`src/rtl/sysid_arbiter.sv`:
```
// Round-robin two-master read arbiter in front of the combinational sysid slave.
// Define SYSID_ARB_BOOTCHECK_EN to add the post-reset ID/timestamp check sequencer.
module sysid_arbiter #(
    parameter logic [31:0] EXPECT_ID = 32'd0,
    parameter logic [31:0] EXPECT_TS = 32'd1412490851
) (
    input  logic        clock,
    input  logic        reset_n,
    input  logic        m0_address,
    input  logic        m0_read,
    output logic        m0_waitrequest,
    output logic [31:0] m0_readdata,
    output logic        m0_readdatavalid,
    input  logic        m1_address,
    input  logic        m1_read,
    output logic        m1_waitrequest,
    output logic [31:0] m1_readdata,
    output logic        m1_readdatavalid,
    output logic        s_address,
    input  logic [31:0] s_readdata,
    output logic        check_done,
    output logic        check_fail
);

    typedef enum logic [1:0] {
        CHK_ID = 2'd0,
        CHK_TS = 2'd1,
        DONE   = 2'd2
    } state_t;

    state_t state;
    logic   last_grant;  // index of the master granted most recently
    logic   grant0;
    logic   grant1;

`ifdef SYSID_ARB_BOOTCHECK_EN
    state_t next_state;
    logic   id_bad;

    always_ff @(posedge clock or negedge reset_n) begin
        if (!reset_n) begin
            state      <= CHK_ID;
            id_bad     <= 1'b0;
            check_fail <= 1'b0;
        end else begin
            state <= next_state;
            if (state == CHK_ID)
                id_bad <= (s_readdata != EXPECT_ID);
            if (state == CHK_TS)
                check_fail <= id_bad | (s_readdata != EXPECT_TS);
        end
    end

    // NOTE: defaults first so every path assigns next_state and no latch is inferred.
    always_comb begin
        next_state = state;
        case (state)
            CHK_ID:  next_state = CHK_TS;
            CHK_TS:  next_state = DONE;
            default: next_state = DONE;
        endcase
    end
`else
    assign state      = DONE;
    assign check_fail = 1'b0;
`endif

    assign check_done = (state == DONE);

    // Gating with reset_n keeps both masters stalled while reset is held.
    always_comb begin
        grant0 = 1'b0;
        grant1 = 1'b0;
        if (reset_n && state == DONE) begin
            grant0 = m0_read && (!m1_read || last_grant);
            grant1 = m1_read && (!m0_read || !last_grant);
        end
    end

    assign m0_waitrequest = !grant0;
    assign m1_waitrequest = !grant1;

    always_comb begin
        s_address = 1'b0;
        case (state)
            CHK_ID:  s_address = 1'b0;
            CHK_TS:  s_address = 1'b1;
            default: s_address = grant0 ? m0_address : (grant1 ? m1_address : 1'b0);
        endcase
    end

    // NOTE: sequential state uses non-blocking assignments so all registers sample pre-edge values.
    always_ff @(posedge clock or negedge reset_n) begin
        if (!reset_n) begin
            last_grant       <= 1'b1;
            m0_readdata      <= 32'd0;
            m1_readdata      <= 32'd0;
            m0_readdatavalid <= 1'b0;
            m1_readdatavalid <= 1'b0;
        end else begin
            m0_readdatavalid <= grant0;
            m1_readdatavalid <= grant1;
            if (grant0) begin
                m0_readdata <= s_readdata;
                last_grant  <= 1'b0;
            end
            if (grant1) begin
                m1_readdata <= s_readdata;
                last_grant  <= 1'b1;
            end
        end
    end

endmodule
```
`config.mk`:
```
export PLATFORM = sky130hd
export DESIGN_NAME = sysid_arbiter
export DESIGN_NICKNAME = d
export VERILOG_FILES = /design/src/rtl/sysid_arbiter.sv
export SDC_FILE = /design/constraint.sdc
export NUM_CORES = 1
export LEC_CHECK = 0
export BUFFER_PORTS_ARGS = -buffer_cell sky130_fd_sc_hd__buf_2
export CAP_MARGIN = 20
export CORE_MARGIN = 1.5
export CORE_UTILIZATION = 36
export CTS_CLUSTER_SIZE = 30
export DETAILED_ROUTE_END_ITERATION = 6
export SLEW_MARGIN = 20
export SYNTH_ARGS = -nofsm -noshare
export SYNTH_HDL_FRONTEND = slang
export SYNTH_SLANG_ARGS = --single-unit
```
`constraint.sdc`:
```
create_clock -name clock -period 3.34 [get_ports clock]
set_input_delay 0.668 -clock clock [delete_from_list [all_inputs] [get_ports clock]]
set_output_delay 0.668 -clock clock [all_outputs]
set_load 0.03 [all_outputs]
```
==> results of run 1 <==
==> metal layers <==
metal,part of all wire,vias to the layer above,routed length [microns]
li1,-,751,-
met1,0.46,798,2390
met2,0.43,75,2210
met3,0.086,12,447
met4,0.023,0,117
met5,0,-,0
==> how the worst max path moves through the flow <==
stage	startpoint	to	slack, ps	depth (start not counted)
after floorplan	m0_read	s_address	1140	3
after CTS	reset_n	m1_waitrequest	980	3
final	reset_n	m1_waitrequest	1020	3
after global placement	reset_n	m1_waitrequest	1000	3
after detailed placement	reset_n	m1_waitrequest	1000	3
after global routing	reset_n	m1_waitrequest	910	3
==> sequential cells by signal, summed over array words and instances (netlist names) <==
| signal | flops |
|---|---|
| last_grant | 1 |
| m1_readdata | 32 |
| m0_readdatavalid | 1 |
| m0_readdata | 32 |
| m1_readdatavalid | 1 |
==> final cells by class <==
cell class                 count  area, sq um
clock buffer                  12          165
fill                         679         3750
tap                           99          124
inverter                       2         7.51
sequential                    67         1680
multi-input combinational     75          890
timing repair buffer         110          561
clock inverter                 2         35.0
==> kinds of logic after synthesis <==
kind of cell    synth area share
compound gates           0.00702
simple gates              0.0136
other cells              0.00281
flops                      0.627
buf+inv                   0.0407
mux                        0.309
==> report_power, final <==
part / total, mW / switching, mW / leakage (nW) / internal [mW]
clock network: 0.673 / 0.276 / 0.104 / 0.397
registers: 1.08 / 0.0897 / 0.788 / 0.988
logic: 0.851 / 0.530 / 0.834 / 0.321
total: 2.60 / 0.895 / 1.73 / 1.71
==> Yosys cell counts, drive strengths merged <==
cell,number,share of area
nand2b,1,0.0023
a21boi,1,0.0028
nand3,3,0.0075
inv,2,0.0028
conb,2,0.0028
and3,1,0.0023
dfrtp,66,0.62
a21oi,1,0.0019
mux2,64,0.31
buf,9,0.038
a31oi,1,0.0023
dfstp,1,0.0098
nand2,1,0.0014
==> reports/metrics.csv, run 1 <==
metric,value,unit
grt_start_max_net_pins,49,
crit_fanout,15,
crit_path_cell_trace,buf_2 > nand3_2 > buf_2,
cts_resized,0,
final_area,0.00346,sq mm
final_common_cell,buf_2,
cp.required,2670,ps
dpl.hpwl,3630,microns
clkTransAtPathRegs,60,ps
crit_family,buffers and inverters,
relSlewSlack,0.592,
path_class,in -> out,
reg2reg_slack,1430,ps
cts_buffers,9,
rsz0062_at_grt,false,
met3_usage,0.0443,
min_period,2320,ps
maxCapViolCount,0,
clock-sinks,67,
hold_violations,0,
start_util,0.371,
cts_buffer_depth,2,
busiest_layer,met2,
worstReg2RegEnd,m0_readdata[19]$_DFFE_PN0P_,
dp.cells,353,
io_pins,109,
syn2layout_area_growth,29.3,%
wl_per_cell,14.1,microns
placed_area,0.00326,sq mm
dieHeight,89.2,microns
drt_pass1_iterations,2,
ir_worst_vdd,0.398,mV
dieWidth,89.2,microns
worst-path-buf-inv,2,
path_common_cell,buf_2,
cts-root-buf,clkbuf_8,
arrival,1650,ps
cp_slowest_cell,nand3_2,
vias,1636,
synth.yosys.seq_area_share,0.627,
hold_class,in -> async,
synth_nets,191,
vias_per_cell,4.46,
report.power.total,2.60,mW
status,completed,
h-tree-depth,3,
post-place-ws,999,ps
finalMaxSlewViolations,0,
wirelength,5170,microns
max_freq,431,MHz
yosysWarnings,0,
setup_ws,1020,ps
num_rows,31,
r2r-start,last_grant$_DFFE_PN1P_,
drc_errors,0,
syn-cell-area,0.00268,sq mm
cp_slowest_stage_delay,410,ps
clk_latency,320,ps
grt_pass1_vias,1734,
tritoncts,yes,
end_kind,primary output,
use_met2,0.210,
synth_seq_cells,67,
num_antenna_cells,0,
die-area,0.00796,sq mm
met1_usage,0.184,
finalSetupViolCount,0,
final_cell_mix,"106 x buf_2, 66 x dfrtp_1, 36 x mux2_2, 28 x mux2_4, 12 x clkbuf_8",
ctsHoldBuffers,0,
place_congestion,0.675,
postRouteAntennaNets,0,
startpoint_type,primary input,
fin_cells,367,
fin_worst_skew,6.49,ps
yosysUniqueCellTypes,18,
drive_above_1_share,0.713,
netlist_instances,153,
grt_pass1_wl,8320,microns
gr-total-overflow,0,
reg2regPathDepth,4,
hold_ws,201,ps
tns,0,ps
static-leakage-power,1.73,nW
utilization,0.480,
antenna_found_initial,0,
tightest_slew,612,ps
power.density,752,mW/mm^2
core_area,0.00721,sq mm
fin_crit_sh,0.695,
drt_iter0_drc,21,
syn_avg_cell_area,17.5,sq um
portBuffers,106,
cts_setup_buffers,0,
final_nets,303,
grtUsageTotal,0.141,
No activity file was read; power rests on OpenSTA's default activity.
==> run 2: changes to the inputs <==
--- a/config.mk
+++ b/config.mk
@@ -5,6 +5,7 @@
 export SDC_FILE = /design/constraint.sdc
 export NUM_CORES = 1
 export LEC_CHECK = 0
+export ABC_AREA = 1
 export BUFFER_PORTS_ARGS = -buffer_cell sky130_fd_sc_hd__buf_2
 export CAP_MARGIN = 20
 export CORE_MARGIN = 1.5
==> constraint.sdc (replaced) <==
create_clock -name clock -period 2.2 [get_ports clock]
set_input_delay 0.44 -clock clock [delete_from_list [all_inputs] [get_ports clock]]
set_output_delay 0.44 -clock clock [all_outputs]
set_load 0.03 [all_outputs]
==> reports/metrics.csv, run 2 <==
metric,value,unit,change
path_class,reg -> out,,was in -> out
yosysMostFrequentCell,nand2_1,,was dfrtp_1
synth_seq_cells,67,,unchanged
syn2layout_area_growth,27.1,%,was 29.3%
cp_slowest_cell,dfstp_2,,was nand3_2
cp.required,1760,ps,was 2670 ps
hold_class,in -> async,,unchanged
utilization,0.474,,was 0.480
syn_avg_cell_area,9.19,sq um,was 17.5 sq um
postRouteAntennaNets,0,,unchanged
clk_latency,330,ps,was 320 ps
crit_fanout,19,,was 15
core_area,0.00729,sq mm,was 0.00721 sq mm
drc_errors,0,,unchanged
end_kind,primary output,,unchanged
yosysUniqueCellTypes,13,,was 18
cts-root-buf,clkbuf_8,,unchanged
tns,0,ps,unchanged
fin_worst_skew,6.89,ps,was 6.49 ps
cts_buffers,9,,unchanged
place_congestion,0.880,,was 0.675
min_period,1920,ps,
relSlewSlack,0.561,,was 0.592
dpl.hpwl,5020,microns,was 3630 microns
gr-total-overflow,0,,unchanged
drt_pass1_iterations,4,,was 2
static-leakage-power,2.01,nW,was 1.73 nW
io_pins,109,,unchanged
finalSetupViolCount,0,,unchanged
cp_slowest_stage_delay,540,ps,was 410 ps
rsz0062_at_grt,false,,unchanged
cts_resized,0,,unchanged
grtUsageTotal,0.195,,was 0.141
clock-sinks,67,,unchanged
maxCapViolCount,0,,unchanged
crit_path_cell_trace,inv_2 > nand2_2 > nand2_4 > buf_2,,was buf_2 > nand3_2 > buf_2
synth-async-reset-ratio,1.00,,unchanged
final_common_cell,nand2_1,,was buf_2
start_util,0.373,,was 0.371
power.density,1010,mW/mm^2,was 752 mW/mm^2
netlist_top_cells_count,"131 x nand2_1, 66 x dfrtp_1, 66 x nand3_1, 8 x buf_2",,"was 66 x dfrtp_1, 36 x mux2_2, 28 x mux2_4, 3 x buf_12, 3 x buf_2"
grt_pass1_vias,2339,,was 1734
synth_top_area_cell,dfrtp_1,,unchanged
die-area,0.00808,sq mm,was 0.00796 sq mm
tightest_slew,659,ps,was 612 ps
syn-cell-area,0.00272,sq mm,was 0.00268 sq mm
clkTransAtPathRegs,70,ps,was 60 ps
tritoncts,yes,,unchanged
drt_iter0_drc,144,,was 21
final_cell_mix,"131 x nand2_1, 106 x buf_2, 66 x nand3_1, 66 x dfrtp_1, 10 x clkbuf_8",,"was 106 x buf_2, 66 x dfrtp_1, 36 x mux2_2, 28 x mux2_4, 12 x clkbuf_8"
synth_edf_count,0,,unchanged
vias,2410,,was 1636
cts_buffer_depth,2,,unchanged
cts_setup_buffers,0,,unchanged
arrival,1480,ps,was 1650 ps
hold_violations,0,,unchanged
drive_above_1_share,0.340,,was 0.713
dieWidth,89.9,microns,was 89.2 microns
wl_per_cell,14.4,microns,was 14.1 microns
h-tree-depth,3,,unchanged
ir_worst_vdd,0.453,mV,was 0.398 mV
num_antenna_cells,0,,unchanged
wirelength,7300,microns,was 5170 microns
ys.flop_type,dfrtp_1,,unchanged
reg2regPathDepth,6,,was 4
grt_start_max_net_pins,54,,was 49
dieHeight,89.9,microns,was 89.2 microns
ctsHoldBuffers,0,,unchanged
synth_nets,334,,was 191
largestRegisters,"m0_readdata (32), m1_readdata (32)",,unchanged
grt_pass1_wl,12200,microns,was 8320 microns
nFillCells,728,,was 679
portBuffers,106,,unchanged
antenna_found_initial,0,,unchanged
yosysWarnings,0,,unchanged
status,completed,,unchanged
vias_per_cell,4.77,,was 4.46
netlist_instances,296,,was 153
startpoint_type,register,,was primary input
yosysTopAreaCellShare,0.607,,was 0.617
max_freq,522,MHz,
synth_top_cells_by_area,"dfrtp_1 61%, nand2_1 18%, nand3_1 12%, buf_6 2.5%, buf_4 1.7%",,"was dfrtp_1 62%, mux2_4 16%, mux2_2 15%, buf_12 2.2%, dfstp_2 0.98%"
synth.yosys.seq_area_share,0.617,,was 0.627
num_rows,31,,unchanged
finalMaxSlewViolations,0,,unchanged
final_nets,440,,was 303
fin_crit_sh,0.871,,
[run 2: logic make-up (layout without fill, tap and decap cells)]
kind of cell / after synthesis / after routing / synth area share
other: 2 / 2 / 0.00276
AOI/OAI and AO/OA: 1 / 1 / 0.00184
DFF: 67 / 67 / 0.617
buffers and inverters: 25 / 135 / 0.0630
and+or+nand+nor: 201 / 201 / 0.315
[run 2: metrics by stage]
step	hold slack [ps]	std cells	setup WS [ps]	power, mW	cell area, sq um
2_1_floorplan	144	296	620	2.28	2720
3_3_place_gp	450	490	580	2.63	3290
3_5_place_dp	453	490	571	2.65	3290
4_1_cts	92.5	505	254	3.53	3460
5_1_grt	105	505	177	3.69	3460
6_report	101	505	283	3.48	3460
[run 2: final timing paths]
path / startpoint / to / slack (ps)
max in group asynchronous: reset_n / m1_readdata[15]$_DFFE_PN0P_ / 1470
worst max-delay path: last_grant$_DFFE_PN1P_ / m0_waitrequest / 280
worst min-delay path: reset_n / m0_readdata[18]$_DFFE_PN0P_ / 100
worst max register to register: last_grant$_DFFE_PN1P_ / m0_readdata[25]$_DFFE_PN0P_ / 770
worst min register to register: m1_readdata[25]$_DFFE_PN0P_ / m1_readdata[25]$_DFFE_PN0P_ / 470
min in group clock: s_readdata[29] / m1_readdata[29]$_DFFE_PN0P_ / 350
[run 2: metal layers]
| metal | share of wire | up-vias | track usage |
|---|---|---|---|
| met2 | 0.45 | 110 | 0.288 |
| met5 | 0 | - | 0 |
| met4 | 0.015 | 0 | 0.0833 |
| li1 | - | 1152 | - |
| met3 | 0.075 | 10 | 0.0499 |
| met1 | 0.46 | 1138 | 0.271 |
[run 2: worst max-delay path: cells and delay by family (launching register included)]
| family | cells | cell delay (ps) |
|---|---|---|
| DFF | 1 | 540 |
| and+or+nand+nor | 2 | 330 |
| buffers and inverters | 2 | 270 |
[run 2: cell type report]
cell class	instances	area, sq um	area share
Clock buffer	10	138	0.0398
Timing Repair Buffer	115	598	0.173
Multi-Input combinational cell	204	870	0.252
Sequential cell	67	1680	0.486
Tap cell	99	124	0.0358
Inverter	5	18.8	0.00543
Clock inverter	5	30.0	0.00869
[run 2: where the power goes]
part | leakage (nW) | switching (mW) | internal [mW]
Clock | 0.0839 | 0.443 | 0.427
Sequential | 0.827 | 0.114 | 1.45
Combinational | 1.10 | 0.774 | 0.277
